### src/rtl/jk_pkg.sv
// jk_pkg: shared FSM state type and JK excitation codes for the drive generator.
package jk_pkg;
  typedef enum logic [1:0] {IDLE, DRIVE, DRAIN} state_t;
  localparam logic [1:0] JK_HOLD   = 2'b00;
  localparam logic [1:0] JK_RESET  = 2'b01;
  localparam logic [1:0] JK_SET    = 2'b10;
  localparam logic [1:0] JK_TOGGLE = 2'b11;
  function automatic logic [1:0] jk_code(input logic t, input logic q, input logic dc);
    return (t == q) ? JK_HOLD : dc ? JK_TOGGLE : t ? JK_SET : JK_RESET;
  endfunction
endpackage

### src/rtl/jk_bit_fifo.sv
// jk_bit_fifo: single-bit FIFO with registered storage, so a pushed bit is visible only after its write edge.
module jk_bit_fifo #(
  parameter int DEPTH = 4
) (
  input  logic                   clk,
  input  logic                   rst,
  input  logic                   push,
  input  logic                   pop,
  input  logic                   din,
  output logic                   dout,
  output logic                   ready,
  output logic [$clog2(DEPTH):0] level
);
  localparam int AW = $clog2(DEPTH);
  localparam int LW = AW + 1;
  logic [DEPTH-1:0] mem;
  logic [AW-1:0] wr_ptr, rd_ptr;
  logic do_push, do_pop;
  assign ready   = level != LW'(DEPTH);
  assign do_push = push & ready;
  assign do_pop  = pop & (level != '0);
  assign dout    = mem[rd_ptr];
  always_ff @(posedge clk)
    if (do_push) mem[wr_ptr] <= din;
  always_ff @(posedge clk or negedge rst)
    if (!rst) begin
      wr_ptr <= '0;
      rd_ptr <= '0;
      level  <= '0;
    end else begin
      if (do_push) wr_ptr <= wr_ptr + AW'(1);
      if (do_pop) rd_ptr <= rd_ptr + AW'(1);
      level <= level + LW'(do_push) - LW'(do_pop);
    end
endmodule

### src/rtl/jk_drive_gen.sv
// jk_drive_gen: turns a stream of target bits into JK excitations and checks the driven flip-flop one cycle later.
module jk_drive_gen
  import jk_pkg::*;
#(
  parameter int DEPTH   = 4,
  parameter bit DC_MODE = 1'b0
) (
  input  logic                   clk,
  input  logic                   rst,
  input  logic                   in_valid,
  input  logic                   in_bit,
  output logic                   in_ready,
  input  logic                   q_fb,
  input  logic                   clr,
  output logic                   j,
  output logic                   k,
  output logic                   drv_valid,
  output logic                   exp_q,
  output logic                   mismatch,
  output logic [7:0]             err_count,
  output logic [$clog2(DEPTH):0] level
);
  localparam int LW = $clog2(DEPTH) + 1;
  state_t state, next;
  logic head, pend;
  jk_bit_fifo #(.DEPTH(DEPTH)) u_fifo (
    .clk(clk), .rst(rst), .push(in_valid), .pop(drv_valid), .din(in_bit),
    .dout(head), .ready(in_ready), .level(level)
  );
  assign drv_valid = state == DRIVE;
  assign {j, k} = drv_valid ? jk_code(head, exp_q, DC_MODE) : JK_HOLD;
  always_comb begin
    next = state;
    next = (state == IDLE)  ? ((level != '0) ? DRIVE : IDLE) :
           (state == DRIVE) ? ((level > LW'(1) || (in_valid && in_ready)) ? DRIVE : DRAIN) :
                              ((level != '0) ? DRIVE : IDLE);
  end
  always_ff @(posedge clk or negedge rst)
    if (!rst) state <= IDLE;
    else state <= next;
  // pend marks the cycle where q_fb reflects the previous drive
  always_ff @(posedge clk or negedge rst)
    if (!rst) begin
      exp_q     <= 1'b0;
      pend      <= 1'b0;
      mismatch  <= 1'b0;
      err_count <= '0;
    end else begin
      pend <= drv_valid;
      if (drv_valid) exp_q <= head;
      if (clr) begin
        mismatch  <= 1'b0;
        err_count <= '0;
      end else if (pend && q_fb != exp_q) begin
        mismatch  <= 1'b1;
        err_count <= err_count + 8'(err_count != 8'hff);
      end
    end
endmodule

### config.mk
export PLATFORM = sky130hd
export DESIGN_NAME = jk_drive_gen
export DESIGN_NICKNAME = d
export VERILOG_FILES = /design/src/rtl/jk_pkg.sv /design/src/rtl/jk_bit_fifo.sv /design/src/rtl/jk_drive_gen.sv
export SDC_FILE = /design/constraint.sdc
export NUM_CORES = 1
export LEC_CHECK = 0
export BUFFER_PORTS_ARGS = -buffer_cell sky130_fd_sc_hd__buf_4
export CAP_MARGIN = 20
export CELL_PAD_IN_SITES_DETAIL_PLACEMENT = 1
export CELL_PAD_IN_SITES_GLOBAL_PLACEMENT = 1
export CORE_MARGIN = 2
export CORE_UTILIZATION = 35
export DETAILED_ROUTE_END_ITERATION = 7
export GPL_ROUTABILITY_DRIVEN = 0
export GPL_TIMING_DRIVEN = 0
export PLACE_DENSITY_LB_ADDON = 0.1
export SETUP_SLACK_MARGIN = 0.15
export SYNTH_ARGS = -nofsm -noshare
export SYNTH_HDL_FRONTEND = slang
export SYNTH_SLANG_ARGS = --single-unit
### constraint.sdc
create_clock -name clk -period 2.8 [get_ports clk]
set_clock_uncertainty 0.15 [all_clocks]
set_input_delay 0.42 -clock clk [delete_from_list [all_inputs] [get_ports clk]]
set_output_delay 0.42 -clock clk [all_outputs]
set_load 0.01 [all_outputs]
# Yosys cells after proc, flatten, opt, wreduce, memory -nomap -nowiden
# Cells that the tools add are included.
# word_totals
latchBits	0
out_inout_bits	17
mem_bits_ro	0
word_cells	48
ram_bits	0
reg_bits	24
mem_count	0
# classes
div_mod_pow	0
n_bitwise	2
add_sub_neg	5
n_mux	16
n_shift	0
mul	0
n_eq_ne	5
n_lt_le_gt_ge	4
reduce_logical	7
# op_table
cell	count
two-way mux 8 bit	2
two-way mux 2 bit	6
adder 8 x 1 -> 8 bit	1
!= test 8 bit, second input constant	1
less-than comparator 2 x 3 -> 1 bit, second input constant	2
two-way mux 1 bit	5
adder 2 x 1 -> 2 bit, second input constant	2
bitwise mux 4 bit	1
adder 3 x 1 -> 3 bit	1
greater-than comparator 3 x 1 -> 1 bit, second input constant	1
logical AND 1 bit	3
!= test 3 bit, second input constant	1
nonzero test 3 bit	1
subtractor 3 x 1 -> 3 bit	1
bitwise AND 1 bit	2
binary-select mux 1 bit (select 2 bit)	1
demux 1 bit (select 2 bit)	1
equality test 2 x 1 -> 1 bit, second input constant	1
greater-or-equal comparator 2 x 1 -> 1 bit, second input constant	1
logical NOT 2 bit	1
nonzero test 2 bit	1
equality test 1 bit	1
logical OR 1 bit	1
!= test 1 bit	1

# Longest topological paths before layout
# depth
depth_word	6
depth_mapped	9
ltp_nobuf	8

# Modules after synthesis
# From an unflattened synthesis, not the netlist that was laid out.
# hier_totals
cells_unflattened	113
area_unflattened_um2	1260.0
# by_module_without_submodules
module	seq_area_each_um2	cells_each	n_inst	area_per_inst_um2
jk_drive_gen	325.3	68	1	651.9
jk_bit_fifo	295.3	45	1	608.1

# Least setup slack after synthesis
# No wires, ideal clock.
# synth_path
path_kind	reg-to-reg
start	reg u_fifo.level[2]
end	reg u_fifo.level[2]
stages_incl_launch_ff	10
path_buffers	1
arrival_ns	1.884
setup_time_ns	0.122
path_slack_ns	0.645
required_ns	2.528
path_cell_list	dfrtp_1 -> clkbuf_1 -> inv_1 -> a21oi_1 -> ha_1 -> inv_1 -> ha_1 -> inv_1 -> fa_1 -> xor2_1
# synth_between
word_cells_on_any_way	6
# synth_rtl
element	line	rtl
start: declaration	jk_bit_fifo.sv:12	output logic [$clog2(DEPTH):0] level
start signal: assignment	jk_bit_fifo.sv:33	level <= level + LW'(do_push) - LW'(do_pop);
nonzero test 3 bit	jk_bit_fifo.sv:21	assign do_pop = pop & (level != '0);
bitwise AND 1 bit	jk_bit_fifo.sv:21	
named net u_fifo.do_pop	jk_bit_fifo.sv:18	logic do_push, do_pop;
subtractor 3 x 1 -> 3 bit	jk_bit_fifo.sv:33	
# The timed path passes the listed nets, and every way through them passes these cells.
# A chain may end at the register's enable or synchronous reset.

# Worst setup path in the final report
# Ends and elaborated chain as after synthesis.

==> flow_summary.toml <==
[clock_tree]
clock_path_buffers = 2
cts.repair.resized = 0
h-tree-depth = 1
clock-sinks = 24
cts_tree = "built"
cts-root-buf = "clkbuf_4"
clk_pin_slew_ns = 0.13
cts_buffers = 3
insertion_delay_ns = 0.31

[power_and_ir_drop]
leakagePower_uw = 0.000692
p_comb_share_pct = 49.5
power_density_nw_per_um2 = 956
clkPwrFrac_pct = 10.8
switching_share_pct = 40.3
p_seq_share_pct = 39.8
p_sw_uw = 586
peakVddDrop_v = 0.000430
power.internal_uw = 867

[floorplan]
io_pins = 23
die_area_um2 = 4100
start_util_pct = 37.2
die_w_um = 64.0
num_rows = 21
core-area_um2 = 3390
die_h_um = 64.0

[worst_setup_path]
crit_path_start = "u_fifo.level[2]"
cp_max_fo = 9
crit_required_ns = 2.87
cp.arrival_ns = 2.38
timing.rr.start = "u_fifo.level[2]"
cp-endpoint = "u_fifo.level[2]"
startpoint_type = "flop"
crit_type = "reg2reg"
rrSetupSlack_ns = 0.49
r2r_cells = 9
r2r-end = "u_fifo.level[2]"
end_kind = "flop"

[grt]
grt_overflow_total = 0
grt_usage_pct = 14.9
grt_max_degree = 21
first_global_vias = 1091
grt_first_pass_wirelength_um = 4790
antenna_found_initial = 0

[place]
io_buffers = 22
place_ws_ns = 0.483
dp_hpwl_um = 2050

[detailed_routing]
first_iter_violations = 32
antenna_left = 0
drc = 0
wl_per_cell_um = 14.0
num_vias = 956
drt-total-wl_um = 2650
viasPerCell = 5.03
firstDrtPassIters = 3

[timing]
fin_ws_ns = 0.488
final.setup.tns_ns = 0
fin_crit_sh_pct = 82.6
maxSlewHeadroom_pct = 64.4
rsz0062_at_grt = "no"
hold_slack_ns = 0.154
setup_viol = 0
tightest_slew_ns = 0.533
slew_violations = 0
timing.final.crit_period_ns = 2.31
hold_viol_final = 0
fmax_mhz = 432

[yosys]
async_reset_ff_share_pct = 83.3
netlist.area_leader.share_pct = 39.7
synth-edff-count = 4
synth-seq-area-share_pct = 49.2
synth_flop_cell = "dfrtp_1"
syn_area_um2 = 1260
yosysMostFrequentCell = "dfrtp_1"
synth_seq_cells = 24
yosys-top-cells-count = "20 x dfrtp_1, 10 x a21oi_1, 10 x inv_1, 9 x ha_1, 8 x nand2_1"
yosysUniqueCellTypes = 32
synthTopCellsByArea = "dfrtp_1 40%, edfxtp_1 9.5%, ha_1 8.9%"
ys_warn_count = 0
synth_nets = 133
yosysTopAreaCell = "dfrtp_1"
synthCells = 117
avgSynthCellArea_um2 = 10.8

[status]
run_status = "finished, final reports clean"

[hold_path]
hold_class = "in2reg"
holdPathStages = 1
hold_start = "in_bit"

[finish]
antenna_cells = 0
final_nets = 161
area_growth_pct = 20.5
drive_above_1_share_pct = 23.6
final_util_pct = 44.9
fillCellCount = 375

[flow_run]
cap_violations = 0
## worst max-delay path: stages (launching register included)
cell	delay, ns
dfrtp_1	0.37
clkbuf_1	0.29
inv_1	0.12
a21oi_1	0.23
ha_1	0.27
inv_1	0.06
ha_1	0.13
inv_1	0.05
fa_1	0.38
xor2_1	0.17
## per-stage QoR
stage                     power (µW)  std cells  cell area, µm²
after CTS                       1490        190            1520
final                           1450        190            1520
after global placement          1280        185            1480
after global routing            1620        190            1520
after detailed placement        1330        185            1480
after floorplan                 1050        117            1260
## sequential cells by signal (all words and copies together), names as in the netlist
register,count
err_count,8
u_fifo.mem,4
u_fifo.level,3
state,2
u_fifo.rd_ptr,2
u_fifo.wr_ptr,2
exp_q,1
mismatch,1
pend,1
## cells in the final DEF (no fill, tap or decap)
master,Yosys,final
buf_4,0,22
dfrtp_1,20,20
inv_1,10,10
a21oi_1,10,10
ha_1,9,9
nand2_1,8,8
nor2_1,5,5
nand4_1,4,4
and2_1,4,4
xor2_1,4,4
nand3_1,4,4
o21ai_0,4,4
edfxtp_1,4,4
clkbuf_1,2,3
nand2b_1,3,3
mux2_2,3,3
clkbuf_4,0,3
nor4_1,2,2
xnor2_1,2,2
o31ai_1,2,2
or4_1,2,2
nor2b_1,2,2
or3_2,2,2
or2_2,1,1
a21boi_1,1,1
mux2i_1,1,1
or3b_2,1,1
a211oi_1,1,1
mux4_2,1,1
o21a_1,1,1
nor3b_1,1,1
buf_6,1,1
o311a_1,1,1
fa_1,1,1
dlygate4sd3_1,0,1
## power by group through the flow
stage	registers [µW]	clock network, µW	logic, µW
2_1_floorplan	583	0	462
3_3_place_gp	582	0	698
3_5_place_dp	588	0	738
4_1_cts	581	166	740
5_1_grt	605	178	836
6_report	578	156	719
## how the worst min path moves through the flow
stage               endpoint  slack (ns)
2_1_floorplan   err_count[0]       -0.03
3_3_place_gp    err_count[7]        0.17
3_5_place_dp    err_count[2]        0.17
4_1_cts        u_fifo.mem[1]        0.14
5_1_grt        u_fifo.mem[1]        0.14
6_report       u_fifo.mem[1]        0.15
## per-layer routing
layer	vias to the layer above	share of wire, %	GRT usage (%)
met4	0	1.3	5.71
met2	17	56	28.4
met3	4	3.8	2.64
li1	458	-	-
met5	-	0	0
met1	477	39	16.0
## layout make-up
type	instances	area (µm²)	share of cell area [%]
Sequential cell	24	621	40.8
Multi-Input combinational cell	80	584	38.4
Timing Repair Buffer	23	175	11.5
Tap cell	46	57.6	3.79
Inverter	10	37.5	2.47
Clock buffer	4	26.3	1.73
Buffer	3	18.8	1.23
## cells by family (layout without fill, tap and decap cells)
kind of cell    after synthesis  in the layout  synth area share (%)
compound gates               20             20                  9.33
xor+xnor                      6              6                  4.17
fa+ha+maj                    10             10                  10.5
buf+inv                      13             40                  4.46
flops                        24             24                  49.2
mux                           5              5                  5.26
simple gates                 39             39                  17.1
## repair_timing
item,CTS,global route
buffers inserted,0,0
hold buffers,1,0
endpoints found under the hold margin,20,0
Note: power is estimated with default switching activity, not from simulation.
